$ cat src/rtl/mips_pkg.sv
// Shared opcode/funct constants, hazard FSM state encoding and hazard helpers
// used by hazard_ctrl and its divide timer.
package mips_pkg;

  localparam logic [5:0] OP_LW    = 6'b100011;
  localparam logic [5:0] OP_RTYPE = 6'b000000;
  localparam logic [5:0] FN_DIV   = 6'b011010;

  localparam int CNT_W = 6;

  typedef enum logic [1:0] {
    RUN      = 2'd0,
    DIV_WAIT = 2'd1,
    DIV_DONE = 2'd2
  } hz_state_e;

  // A load in EX whose destination feeds either source of the ID instruction;
  // r0 is never a real dependency.
  function automatic logic load_use_hit(input logic [5:0] ex_op,
                                        input logic [4:0] ex_rt,
                                        input logic [4:0] id_rs,
                                        input logic [4:0] id_rt);
    return (ex_op == OP_LW) && (ex_rt != 5'd0) &&
           ((ex_rt == id_rs) || (ex_rt == id_rt));
  endfunction

  function automatic logic is_div(input logic [5:0] ex_op,
                                  input logic [5:0] ex_fn);
    return (ex_op == OP_RTYPE) && (ex_fn == FN_DIV);
  endfunction

endpackage

$ cat src/rtl/hazard_div_timer.sv
// Divide stall timer: loads a cycle count, decrements on request and flags the
// last wait cycle (count == 1).
module hazard_div_timer
  import mips_pkg::*;
(
  input  logic             Clk,
  input  logic             Reset,
  input  logic             load,
  input  logic             dec,
  input  logic [CNT_W-1:0] load_val,
  output logic             done
);

  logic [CNT_W-1:0] count_q, count_d;

  always_comb begin
    count_d = count_q;
    if (load) begin
      count_d = load_val;
    end else if (dec && (count_q != '0)) begin
      count_d = count_q - 1'b1;
    end
  end

  always_ff @(posedge Clk or posedge Reset) begin
    if (Reset) begin
      count_q <= '0;
    end else begin
      count_q <= count_d;
    end
  end

  assign done = (count_q == CNT_W'(1));

endmodule

$ cat src/rtl/hazard_ctrl.sv
// Pipeline hazard control: taken-branch flush, load-use bubble and, when
// HAZARD_DIV_STALL_EN is defined, a multi-cycle divide stall FSM.
module hazard_ctrl
  import mips_pkg::*;
#(
  parameter int DIV_LATENCY = 32
) (
  input  logic        Clk,
  input  logic        Reset,
  input  logic [5:0]  ID_OpCode,
  input  logic [4:0]  ID_Rs,
  input  logic [4:0]  ID_Rt,
  input  logic [5:0]  EX_OpCode,
  input  logic [5:0]  EX_Funct,
  input  logic [4:0]  EX_Rt,
  input  logic        BranchTaken,
  output logic        PCWrite,
  output logic        IF_ID_Write,
  output logic        IF_ID_Flush,
  output logic        FlushRegisters,
  output logic        ID_EX_Hold,
  output logic        DivBusy,
  output logic [15:0] StallCount,
  output logic [1:0]  dbg_state
);

  logic        load_use;
  logic [15:0] stall_count_q, stall_count_d;

  assign load_use = load_use_hit(EX_OpCode, EX_Rt, ID_Rs, ID_Rt);

`ifdef HAZARD_DIV_STALL_EN
  localparam logic [CNT_W-1:0] DIV_LOAD = CNT_W'(DIV_LATENCY - 1);

  hz_state_e state_q, state_d;
  logic      tmr_load, tmr_dec, tmr_done;
  logic      unused_in;

  assign unused_in = ^ID_OpCode;

  hazard_div_timer u_div_timer (
    .Clk      (Clk),
    .Reset    (Reset),
    .load     (tmr_load),
    .dec      (tmr_dec),
    .load_val (DIV_LOAD),
    .done     (tmr_done)
  );

  always_comb begin
    PCWrite        = 1'b1;
    IF_ID_Write    = 1'b1;
    IF_ID_Flush    = 1'b0;
    FlushRegisters = 1'b0;
    ID_EX_Hold     = 1'b0;
    DivBusy        = 1'b0;
    tmr_load       = 1'b0;
    tmr_dec        = 1'b0;
    state_d        = state_q;
    case (state_q)
      RUN: begin
        if (BranchTaken) begin
          IF_ID_Flush    = 1'b1;
          FlushRegisters = 1'b1;
        end else if (is_div(EX_OpCode, EX_Funct)) begin
          PCWrite     = 1'b0;
          IF_ID_Write = 1'b0;
          ID_EX_Hold  = 1'b1;
          DivBusy     = 1'b1;
          tmr_load    = 1'b1;
          state_d     = DIV_WAIT;
        end else if (load_use) begin
          PCWrite        = 1'b0;
          IF_ID_Write    = 1'b0;
          FlushRegisters = 1'b1;
        end
      end
      DIV_WAIT: begin
        // The detection cycle is stall #1, so the wait covers the remaining
        // DIV_LATENCY-1 cycles.
        PCWrite     = 1'b0;
        IF_ID_Write = 1'b0;
        ID_EX_Hold  = 1'b1;
        DivBusy     = 1'b1;
        tmr_dec     = 1'b1;
        if (tmr_done) begin
          state_d = DIV_DONE;
        end
      end
      DIV_DONE: begin
        // The divide is still sitting in ID/EX here, so it must not re-trigger.
        if (BranchTaken) begin
          IF_ID_Flush    = 1'b1;
          FlushRegisters = 1'b1;
        end else if (load_use) begin
          PCWrite        = 1'b0;
          IF_ID_Write    = 1'b0;
          FlushRegisters = 1'b1;
        end
        state_d = RUN;
      end
      default: state_d = RUN;
    endcase
  end

  always_ff @(posedge Clk or posedge Reset) begin
    if (Reset) begin
      state_q <= RUN;
    end else begin
      state_q <= state_d;
    end
  end

  assign dbg_state = state_q;
`else
  logic unused_in;

  assign unused_in = ^{ID_OpCode, EX_Funct, CNT_W'(DIV_LATENCY)};

  always_comb begin
    PCWrite        = 1'b1;
    IF_ID_Write    = 1'b1;
    IF_ID_Flush    = 1'b0;
    FlushRegisters = 1'b0;
    if (BranchTaken) begin
      IF_ID_Flush    = 1'b1;
      FlushRegisters = 1'b1;
    end else if (load_use) begin
      PCWrite        = 1'b0;
      IF_ID_Write    = 1'b0;
      FlushRegisters = 1'b1;
    end
  end

  assign ID_EX_Hold = 1'b0;
  assign DivBusy    = 1'b0;
  assign dbg_state  = RUN;
`endif

  always_comb begin
    stall_count_d = stall_count_q;
    if (!PCWrite && (stall_count_q != 16'hFFFF)) begin
      stall_count_d = stall_count_q + 16'd1;
    end
  end

  always_ff @(posedge Clk or posedge Reset) begin
    if (Reset) begin
      stall_count_q <= 16'd0;
    end else begin
      stall_count_q <= stall_count_d;
    end
  end

  assign StallCount = stall_count_q;

endmodule

$ cat config.mk
export PLATFORM = sky130hd
export DESIGN_NAME = hazard_ctrl
export DESIGN_NICKNAME = d
export VERILOG_FILES = /design/src/rtl/mips_pkg.sv /design/src/rtl/hazard_div_timer.sv /design/src/rtl/hazard_ctrl.sv
export SDC_FILE = /design/constraint.sdc
export NUM_CORES = 1
export LEC_CHECK = 0
export ABC_AREA = 1
export CAP_MARGIN = 10
export CORE_AREA = 2 2 57 59
export CTS_CLUSTER_SIZE = 28
export DETAILED_ROUTE_END_ITERATION = 8
export DIE_AREA = 0 0 59 61
export PLACE_DENSITY = 0.83
export RECOVER_POWER = 100
export SYNTH_ARGS = -nofsm -noshare
export SYNTH_HDL_FRONTEND = slang
export SYNTH_HIERARCHICAL = 1
export SYNTH_SLANG_ARGS = --single-unit
$ cat constraint.sdc
create_clock -name Clk -period 2.6 [get_ports Clk]
set_clock_uncertainty 0.1 [all_clocks]
set_input_delay 0.65 -clock Clk [delete_from_list [all_inputs] [get_ports Clk]]
set_output_delay 0.65 -clock Clk [all_outputs]
set_load 0.03 [all_outputs]
==> impl_metrics.csv, run 1 <==
group,metric,value,unit
sta,hold_viol_final,0,
clocking,root_buffer,"clkbuf_4",
setup_path,crit_required,1850,ps
clocking,numCtsBuffers,3,
final_layout,largest_register_ffs,16,
placement,place_inst,272,
sta,rsz0062_at_grt,"false",
final_layout,final_cell_mix,"nand2_1 (88), nor2_1 (19), inv_1 (18), dlygate4sd3_1 (17), dfrtp_1 (16)",
clocking,ctsHoldBuffers,0,
floorplan,boundaryPins,60,
logic_synthesis,synth.area.top_cells,"dfrtp_1 (32%), nand2_1 (26%), xnor2_1 (6.2%)",
final_layout,num_antenna_cells,0,
placement,place_area,1720,um^2
floorplan,die_area,3600,um^2
sta,fin_crit_sh,97.5,%
route,drt_pass1_iterations,4,
route,avgViaCountPerCell,4.60,
hold_path,worstHoldPathType,"flop to flop",
floorplan,dieHeight,61,um
final_layout,drive_above_1_share,10.2,%
setup_path,criticalPathCategory,"input pin to primary output",
sta,relSlewSlack,51.2,%
logic_synthesis,seq_area_frac_synth,31.6,%
placement,place_congestion,0.831,
final_layout,finalCoreUtilization,59.4,%
final_layout,layout_commonest_cell,"nand2_1",
status,outcome,"completed",
final_layout,final_nets,284,
floorplan,start_util,42.9,%
grt,grt_pass1_vias,1175,
setup_path,start_kind,"input pin",
setup_path,arrival,1790,ps
floorplan,die_width,59,um
route,antenna_left,0,
sta,setup_viol,0,
logic_synthesis,yosysTopAreaCell,"dfrtp_1",
clocking,cts_sinks,16,
power_and_ir_drop,powerDensity,264,nW/um^2
floorplan,fp-row-count,20,
logic_synthesis,synth_cell_types,22,
run,cap_viol_max_count,0,
route,num_vias,1278,
final_layout,design_area,1760,um^2
sta,fmax,0.394,GHz
sta,fin_setup_tns,0,ps
placement,hpwl,2250,um
grt,met1_usage,22.6,%
final_layout,instances_no_fill,278,
final_layout,syn2layout_area_growth,38.6,%
grt,gr-usage-met3,4.48,%
logic_synthesis,ys_seq_elements,16,
logic_synthesis,avgSynthCellArea,6.46,um^2
grt,grtUsageMet2,30.5,%
setup_path,cp_max_fo,2,
grt,overflow,0,
clocking,cts-htree-levels,1,
grt,grt_start_max_net_pins,17,
clocking,clk_pin_slew,80,ps
logic_synthesis,ys_warn_count,6,
power_and_ir_drop,ir_drop,0.303,mV
logic_synthesis,netlist_instances,196,
route,wl,2770,um
floorplan,coreArea,2950,um^2
grt,grt_pass1_wl,4870,um
grt,grt_busiest_layer,"met2",
grt,antenna_found_initial,0,
route,routedWlPerCell,9.95,um
route,drtIter0Drc,33,
power_and_ir_drop,power.total,0.463,mW
logic_synthesis,yosysTopAreaCellShare,31.6,%
sta,tightest_slew,732,ps
route,drc_errors,0,
setup_path,end_kind,"primary output",
power_and_ir_drop,leakage,1.01,nW
grt,track_usage,17.6,%
logic_synthesis,syn_area,1270,um^2
clocking,clock_latency,290,ps
clocking,clk_path_buf_depth,2,
sta,period_minus_slack,2540,ps
placement,portBuffers,43,
sta,slew_viol_final,0,
clocking,cts_tree,"built",
==> through the flow <==
stage / setup slack, ps / hold WS (ps)
CTS: -12.1 / 457
global placement: -458 / 424
global route: 5.99 / 497
detailed placement: -480 / 433
finish: 64.8 / 441
floorplan: 372 / 464
==> where the power goes <==
group,switching [mW],internal (mW),total [mW]
clock network,0.0740,0.0539,0.128
registers,0.000986,0.249,0.250
logic,0.0452,0.0401,0.0852
total,0.120,0.343,0.463
==> cell families after synthesis <==
logic type,Yosys count,share of synthesized area (%)
other,1,0.296
flip-flops,16,31.6
buffers and inverters,31,12.2
adder cells (fa/ha/maj),1,0.988
XOR/XNOR,15,10.4
AO/OA/AOI/OAI,1,0.395
AND/OR/NAND/NOR,131,44.2
==> layer usage <==
metal  share of wire [%]  vias up
met5                   0        -
met4                0.94        0
met3                 2.8        4
met2                  49       18
met1                  47      562
li1                    -      694
==> synth_stat cells (all sizes together) <==
| master | n |
|---|---|
| o21ai | 1 |
| nand3 | 10 |
| conb | 1 |
| inv | 22 |
| nor2 | 22 |
| nand2 | 90 |
| dfrtp | 16 |
| xnor2 | 9 |
| nand3b | 1 |
| nand4 | 6 |
| clkinv | 1 |
| buf | 8 |
| ha | 1 |
| nor3 | 2 |
| xor2 | 6 |
==> worst paths after layout <==
path	from	end	slack, ps	cells past startpoint
setup / recovery	ID_Rs[4]	FlushRegisters	60	8
max in group asynchronous	Reset	StallCount[6]$_DFFE_PP0P_	1250	2
hold reg to reg	StallCount[1]$_DFFE_PP0P_	StallCount[1]$_DFFE_PP0P_	440	2
setup reg to reg	StallCount[0]$_DFFE_PP0P_	StallCount[11]$_DFFE_PP0P_	490	8
min in group asynchronous	Reset	StallCount[12]$_DFFE_PP0P_	760	2
hold / removal	StallCount[1]$_DFFE_PP0P_	StallCount[1]$_DFFE_PP0P_	440	2
==> area by class of cell <==
class | count | area [um^2]
inverters | 23 | 86.3
flip-flops and latches | 16 | 400
well taps | 33 | 41.3
clock buffers | 3 | 22.5
repair buffers | 51 | 474
multi-input cells | 152 | 731
fillers | 295 | 1200
==> what timing repair did <==
action | in CTS | in global routing
setup endpoints to repair | 3 | 4
buffers inserted | 2 | 1
pin swaps | 13 | 7
gates resized for setup | 30 | 6
==> worst max-delay path, cell delays in order <==
cell and delay [ps]:
clkdlybuf4s50_1 470, xnor2_1 110, nand3_1 100, nand2_2 110, buf_6 110, nand2_2 40, nand2_1 70, buf_6 130
No activity file was read; power rests on OpenSTA's default activity.
==> inputs of run 2 (changes only) <==
SYNTH_HIERARCHICAL = not set   (was 1)
==> results of run 2 <==
Same layout as run 1: the final DEF is identical, and so are final timing and power.
Among the figures that moved: Yosys warning count 6 -> 0
